--- src/rtl/wow_sample_pkg.sv ---
// Shared types and constants for the sample-memory fetch path.
// Used by the arbiter and its round-robin picker.
package wow_sample_pkg;

  localparam int SAMPLE_AW = 24;
  localparam int SAMPLE_DW = 16;
  localparam int SAMPLE_CH = 4;

  typedef enum logic {
    IDLE,
    WAIT
  } state_t;

  typedef logic [SAMPLE_AW-1:0] sample_addr_t;
  typedef logic [SAMPLE_DW-1:0] sample_word_t;

  function automatic int idx_w(input int n);
    return (n <= 1) ? 1 : $clog2(n);
  endfunction

endpackage

--- src/rtl/rr_pick.sv ---
// Round-robin winner select: first set request after 'last',
// wrapping modulo N.
module rr_pick
  import wow_sample_pkg::*;
#(
  parameter int N  = SAMPLE_CH,
  parameter int IW = idx_w(N)
) (
  input  logic [N-1:0]  req,
  input  logic [IW-1:0] last,
  output logic [IW-1:0] win,
  output logic          valid
);

  logic [IW-1:0] cand;

  // Walk offsets from farthest to nearest so the nearest hit wins.
  always_comb begin
    win   = '0;
    valid = 1'b0;
    cand  = '0;
    for (int k = N; k >= 1; k--) begin
      cand = IW'((int'(last) + k) % N);
      if (req[cand]) begin
        win   = cand;
        valid = 1'b1;
      end
    end
  end

endmodule

--- src/rtl/sample_fetch_arbiter.sv ---
// Shares the sample-memory read port among NUM_CH voices,
// one read outstanding, round-robin grant, bounded wait.
module sample_fetch_arbiter
  import wow_sample_pkg::*;
#(
  parameter int NUM_CH  = SAMPLE_CH,
  parameter int AW      = SAMPLE_AW,
  parameter int DW      = SAMPLE_DW,
  parameter int TIMEOUT = 255
) (
  input  logic              CLK,
  input  logic              I_RESET_L,
  input  logic [NUM_CH-1:0] ch_req,
  input  logic [NUM_CH*AW-1:0] ch_addr,
  output logic [NUM_CH-1:0] ch_ack,
  output logic [DW-1:0]     ch_data,
  output logic [AW-1:0]     s_addr,
  output logic              s_read,
  input  logic [DW-1:0]     s_data,
  input  logic              s_ready,
  output logic              busy,
  output logic              timeout_err
);

  localparam int IW = idx_w(NUM_CH);
  localparam logic [7:0] TMAX = 8'(TIMEOUT);

  state_t        state;
  logic [IW-1:0] grant;
  logic [IW-1:0] last_grant;
  logic [IW-1:0] win;
  logic          any;
  logic [7:0]    timer;

  rr_pick #(
    .N  (NUM_CH),
    .IW (IW)
  ) u_pick (
    .req   (ch_req),
    .last  (last_grant),
    .win   (win),
    .valid (any)
  );

  assign busy = (state == WAIT);

  always_ff @(posedge CLK or negedge I_RESET_L) begin
    if (!I_RESET_L) begin
      state       <= IDLE;
      grant       <= '0;
      last_grant  <= IW'(NUM_CH - 1);
      timer       <= '0;
      ch_ack      <= '0;
      ch_data     <= '0;
      s_addr      <= '0;
      s_read      <= 1'b0;
      timeout_err <= 1'b0;
    end else begin
      ch_ack <= '0;
      unique case (state)
        IDLE: begin
          if (any) begin
            grant  <= win;
            s_addr <= ch_addr[win*AW +: AW];
            s_read <= 1'b1;
            timer  <= '0;
            state  <= WAIT;
          end
        end
        WAIT: begin
          if (s_ready) begin
            ch_data       <= s_data;
            ch_ack[grant] <= 1'b1;
            s_read        <= 1'b0;
            last_grant    <= grant;
            state         <= IDLE;
          end else if (timer == TMAX) begin
            // Give up so the voice is released with a silent word.
            ch_data       <= '0;
            ch_ack[grant] <= 1'b1;
            s_read        <= 1'b0;
            timeout_err   <= 1'b1;
            last_grant    <= grant;
            state         <= IDLE;
          end else if (timer != 8'hFF) begin
            timer <= timer + 8'd1;
          end
        end
        default: state <= IDLE;
      endcase
    end
  end

endmodule

--- config.mk ---
export PLATFORM = sky130hd
export DESIGN_NAME = sample_fetch_arbiter
export DESIGN_NICKNAME = d
export VERILOG_FILES = /design/src/rtl/wow_sample_pkg.sv /design/src/rtl/rr_pick.sv /design/src/rtl/sample_fetch_arbiter.sv
export SDC_FILE = /design/constraint.sdc
export NUM_CORES = 1
export LEC_CHECK = 0
export BUFFER_PORTS_ARGS = -buffer_cell sky130_fd_sc_hd__buf_4
export CAP_MARGIN = 30
export CORE_MARGIN = 5
export CORE_UTILIZATION = 30
export CTS_BUF_LIST = sky130_fd_sc_hd__clkbuf_8 sky130_fd_sc_hd__clkbuf_16
export DETAILED_ROUTE_END_ITERATION = 7
export PLACE_DENSITY = 0.55
export SLEW_MARGIN = 20
export SYNTH_ARGS = -nofsm -noshare
export SYNTH_HDL_FRONTEND = slang
export SYNTH_SLANG_ARGS = --single-unit
--- constraint.sdc ---
create_clock -name CLK -period 2.45 [get_ports CLK]
set_input_delay 0.1225 -clock CLK [delete_from_list [all_inputs] [get_ports CLK]]
set_output_delay 0.1225 -clock CLK [all_outputs]
set_load 0.01 [all_outputs]
==> run metrics, run 1 <==
global routing usage on met3 5.35%; share of layout cells above drive strength 1 47.1%; Rel. slew slack 49.6%; Synth top area share 46.8%; hpwl dp 6620 µm; Via Count 2,779; total global-route track usage 15.6%; number of global-route vias before repair 2,970; mean area per synthesized cell 11.6 µm²; clock slew at reported path FFs 0.08 ns; CTS buffer count 9; largest net degree at the start of global routing 60; GR peak layer met2; clock root buffer clkbuf_8; Worst IR Drop VDD 0.000473 V; Max Slew Vio Count 0; initial antenna violation count 0; Final GP Congestion 0.738; Pwr Total 5.17 mW; yosys warns 0; post-route clock skew 0.0101 ns; DRT Pass-1 Iters 4; commonest cells after routing, fill and taps aside buf_4 (169), dfrtp_1 (57), mux2i_1 (48); CP arrival 2.18 ns; sequential area share after synthesis 48.6%; met2 global-route usage 26.9%; switching share of power 37.4%; CP required 2.65 ns; HP Class in2reg; met1 GRT Util 17.6%; cell area after synthesis 3050 µm²; commonest non-fill, non-tap cell in the layout buf_4; crit end category register; CTS tree done; highest net fanout along the worst path 49; # diodes 0; cell taking the most area after synthesis dfrtp_1; Final Hold Violating Endpoints 0; leak pwr 2.35 nW; Post-CTS Setup Inserts 0; CP Class reg2reg; synth top area cells dfrtp_1 (47%), mux2i_1 (16%), o221ai_2 (9.4%); Worst Tran Pin Value 0.757 ns; overall die height 111 µm; Fmax achieved 505 MHz; synthesized instance count 262; setup slack, reg-to-reg 0.47 ns; Worst setup SP type register; Internal 3.24 mW; synth-to-layout area growth 57.1%; Mapped Nets 382; # rows 36; die area 12,300 µm²; Die X-Extent 111 µm; Vias/cell 4.80; synthesized flop and latch total 59; Comb pwr share 47.7%; ANT nets after route 0; filler instances 933; Clock Path Buffers 2; Synth cell types 36; DRC viols 0; final net count 561; power density cells 1080 nW/µm²; WL final 9470 µm; first-pass GRT wire length 15,400 µm; share of power burned in registers 31.9%; Starting Density 31.0%; Clock Sinks 59; RSZ-0062 raised after global routing false; Max-Cap Viols 0; Final period util 80.8%; min cycle time layout 1.98 ns; Core Area 9820 µm²; PortBufs 165; dpl cells 546; final setup TNS 0 ns; drt wl/cell 16.4 µm; Clk pwr share 20.4%; non-filler cells, final 579; # IOs 166; WHS 0.101 ns; initial DRC count 108; H-tree depth 3; Switch Pwr 1.93 mW; Clock Latency Late Sink 0.34 ns; Final setup viols 0; outcome complete, no violations; post-cts sizing count 0; aggregate global routing overflow 0
metrics by stage:
stage | util, % | setup slack, ns | instance area [µm²]
6_report | 48.7 | 0.471 | 4790
5_1_grt | 48.7 | 0.318 | 4790
4_1_cts | 48.7 | 0.448 | 4790
3_5_place_dp | 44.6 | 0.472 | 4380
3_3_place_gp | 44.6 | 0.534 | 4380
2_1_floorplan | - | 0.647 | 3050
logic make-up (layout without fill, tap and decap cells):
| family | count (synthesis) | after routing | share of synthesized area [%] |
|---|---|---|---|
| AND/OR/NAND/NOR | 70 | 70 | 10.6 |
| AO/OA/AOI/OAI | 60 | 60 | 19.7 |
| flip-flops | 59 | 59 | 48.6 |
| multiplexers | 48 | 48 | 15.8 |
| buffers and inverters | 23 | 207 | 4.60 |
| adder cells (fa/ha/maj) | 1 | 1 | 0.411 |
| XOR/XNOR | 1 | 1 | 0.288 |
power by group through the flow:
| stage | Clock [mW] | Sequential (mW) | Combinational, mW |
|---|---|---|---|
| after floorplan | 0 | 1.79 | 1.36 |
| after global placement | 0 | 1.65 | 2.47 |
| after detailed placement | 0 | 1.64 | 2.49 |
| after CTS | 1.09 | 1.64 | 2.51 |
| after global routing | 1.13 | 1.71 | 2.69 |
| final | 1.05 | 1.65 | 2.47 |
cells in the mapped netlist (all sizes together):
library cell and count:
nand2b 5, dfrtp 57, o211ai 1, nor3 7, or3 1, o211a 1, buf 17, a31oi 2
a31o 1, clkbuf 2, ha 1, inv 4, a21oi 1, and2 1, nand4 3, and3 3
or2 2, nand3 7, xor2 1, a21o 1, o21ai 11, mux2i 48, nor4 1, a211oi 1
nor3b 1, nor2 4, dfstp 2, a22o 16, o221ai 25, nand2 35
final timing paths:
kind,startpoint,endpoint,cells past startpoint
min in group asynchronous,I_RESET_L,s_addr[22]$_DFFE_PN0P_,2
worst min-delay path,ch_addr[26],s_addr[2]$_DFFE_PN0P_,3
worst max register to register,last_grant[0]$_DFFE_PN1P_,s_addr[9]$_DFFE_PN0P_,6
worst max-delay path,last_grant[0]$_DFFE_PN1P_,s_addr[9]$_DFFE_PN0P_,6
max in group asynchronous,I_RESET_L,ch_data[3]$_DFFE_PN0P_,2
worst min register to register,grant[1]$_DFFE_PN0P_,ch_ack[1]$_DFF_PN0_,1
repair_timing:
item	in CTS	in global routing
endpoints found under the hold margin	73	0
hold buffers	17	0
endpoints found under the setup margin	0	0
layer usage:
metal | up-vias | part of all wire (%) | wire length, µm
met4 | 0 | 3.2 | 303
met1 | 1300 | 39 | 3670
li1 | 1351 | - | -
met2 | 104 | 52 | 4920
met5 | - | 0 | 0
met3 | 24 | 6.1 | 576
critical path, cell delays in order (launching register included):
cell and delay [ns]:
dfstp_2 0.54, nand2b_1 0.12, o21ai_1 0.11, a211oi_4 0.28, buf_12 0.34, mux2i_1 0.29
o221ai_2 0.12
flip-flops by register name (all words and copies together), names as in the netlist:
name,cells
busy,1
ch_ack,4
ch_data,16
grant,2
last_grant,2
s_addr,24
s_read,1
timeout_err,1
timer,8
area by class of cell:
type	count	area, µm²	share of cell area [%]
timing repair buffer	187	1460	30.5
inverter	4	15.0	0.314
tap	133	166	3.48
multi-input combinational	180	1430	30.0
clock inverter	6	95.1	1.99
clock buffer	10	138	2.88
sequential	59	1480	30.9
No activity file was read; power rests on OpenSTA's default activity.
==> inputs of run 2 (changes only) <==
PLACE_DENSITY = 0.57   (was 0.55)
clock period = 1.8 ns   (was 2.45 ns; I/O delays follow)
==> run 2 against run 1 <==
Compared with the run above:
- the flow now finishes with violations (setup timing)
- hold slack got worse by 0.070 ns
- critical path depth rose by 1
- power rose by 45%
- largest cell class is now buffers
- highest routed layer unchanged
==> run metrics, run 2 (synthesis results as in run 1) <==
top flop regs s_addr: 24 flops, ch_data: 16 flops, timer: 8 flops; final instance area 5130 µm²; stages on the worst setup path 7; switching share of power 36.7%; die area 12,300 µm²; H-tree depth 3; highest net fanout along the worst path 7; Max-Cap Viols 0; Final Hold Violating Endpoints 0; Die X-Extent 111 µm; violated checks setup timing; total global-route track usage 15.7%; Via Count 2,848; Internal 4.73 mW; final net count 574; aggregate global routing overflow 0; Switch Pwr 2.74 mW; DRT Pass-1 Iters 4; first-pass GRT wire length 15,800 µm; Biggest register s_addr; reg-to-reg startpoint last_grant[0]$_DFFE_PN1P_; Rel. slew slack 49.0%; crit path to s_addr[13]$_DFFE_PN0P_; crit end category register; setup slack, reg-to-reg -0.04 ns; min cycle time layout 1.84 ns; clock root buffer clkbuf_8; CP peak stage delay 0.54 ns; number of global-route vias before repair 3,080; Worst Tran Pin Value 0.765 ns; share of layout cells above drive strength 1 54.0%; Worst setup SP type register; Max Slew Vio Count 0; ANT nets after route 0; # diodes 0; drt wl/cell 16.5 µm; Clock Sinks 59; Clock Path Buffers 2; placed cell area 4520 µm²; Pwr Total 7.47 mW; leak pwr 2.42 nW; Final period util 102%; share of power burned in registers 29.7%; Worst R2R End s_addr[13]$_DFFE_PN0P_; filler instances 904; CP arrival 2.05 ns; Worst Hold Launch ch_addr[1]; CTS buffer count 9; RSZ-0062 raised after global routing true; Comb pwr share 54.4%; Bufs and invs on worst path 2; overall die height 111 µm; WL final 9740 µm; # rows 36; Final setup viols 11; CP Class reg2reg; clock slew at reported path FFs 0.08 ns; post-route clock skew 0.0132 ns; hpwl dp 7020 µm; # IOs 166; Worst IR Drop VDD 0.000583 V; CP required 2.01 ns; synth-to-layout area growth 68.5%; commonest non-fill, non-tap cell in the layout buf_4; initial DRC count 101; Starting Density 31.0%; CP max stage cell dfstp_2; Fmax achieved 545 MHz; Clk pwr share 15.9%; CTS tree done; CP delay by family, top flip-flops; Core Area 9820 µm²; max FFs per register 24; DRC viols 0; PortBufs 165; Final GP Congestion 0.768; FF-to-FF path depth 7; crit path cell chain nand2b_4 -> o21ai_4 -> a211oi_4 -> buf_12 -> clkbuf_16 -> mux2i_2 -> o221ai_2; HP Class in2reg; Crit. Startpoint last_grant[0]$_DFFE_PN1P_; power density cells 1460 nW/µm²; commonest cells after routing, fill and taps aside buf_4 (175), dfrtp_1 (57), nand2_1 (35); outcome complete, but fails checks; WHS 0.0312 ns; Setup WS post-layout -0.0360 ns; Clock Latency Late Sink 0.34 ns; initial antenna violation count 0; largest net degree at the start of global routing 60; Vias/cell 4.81; Setup WS pre-CTS -0.0467 ns
-- run 2: cell types whose count changed in the layout (fill, tap and decap cells not counted), moves of 4 or more --
cell	before	now
buf_12	1	5
mux2i_1	48	25
mux2i_2	0	16
buf_4	169	175
mux2i_4	0	7
-- run 2: routing by layer --
metal  vias up  GRT usage, %  share of wire (%)
met4         0          3.86                1.8
met2       109          27.2                 51
met3        14          5.62                7.1
met1      1353          18.6                 40
met5         -             0                  0
li1       1372             -                  -
-- run 2: worst min-delay path, cell delays in order --
cell	delay, ns
buf_4	0.08
mux2i_2	0.06
o221ai_2	0.11
-- run 2: power groups by stage --
stage | Combinational (mW) | Clock, mW | Sequential [mW]
floorplan | 1.85 | 0 | 2.44
global placement | 3.65 | 0 | 2.22
detailed placement | 3.71 | 0 | 2.22
CTS | 3.88 | 1.24 | 2.22
global route | 4.39 | 1.29 | 2.29
finish | 4.07 | 1.19 | 2.22
-- run 2: repair_timing --
action / 4_1_cts / 5_1_grt
pin swaps: 8 / 6
hold endpoints to repair: 73 / 0
buffers inserted: 0 / 1
gates resized for setup: 13 / 24
hold buffers: 17 / 0
endpoints found under the setup margin: 19 / 24
gates cloned: 1 / 1
-- run 2: how the worst min path moves through the flow --
| stage | to | slack [ns] | depth (start not counted) |
|---|---|---|---|
| floorplan | busy$_DFF_PN0_ | -0.21 | 0 |
| global placement | s_addr[19]$_DFFE_PN0P_ | 0.23 | 1 |
| finish | s_addr[1]$_DFFE_PN0P_ | 0.03 | 3 |
| global route | s_addr[1]$_DFFE_PN0P_ | 0.02 | 3 |
| CTS | s_addr[1]$_DFFE_PN0P_ | 0.02 | 3 |
| detailed placement | s_addr[22]$_DFFE_PN0P_ | 0.22 | 1 |
-- run 2: final cells by class --
class                           instances  area, µm²  area share, %
Multi-Input combinational cell        180       1610           31.4
Clock buffer                            9        124           2.41
Timing Repair Buffer                  200       1660           32.4
Inverter                                4       15.0          0.293
Clock inverter                          7       71.3           1.39
Tap cell                              133        166           3.24
Sequential cell                        59       1480           28.8
-- run 2: stage by stage --
step	std cells	setup TNS (ns)	utilization (%)
after floorplan	262	0	-
after global placement	556	-0.0544	46.0
after detailed placement	556	-0.364	46.0
after CTS	590	-0.206	50.6
after global routing	592	-1.67	52.3
final	592	-0.127	52.3
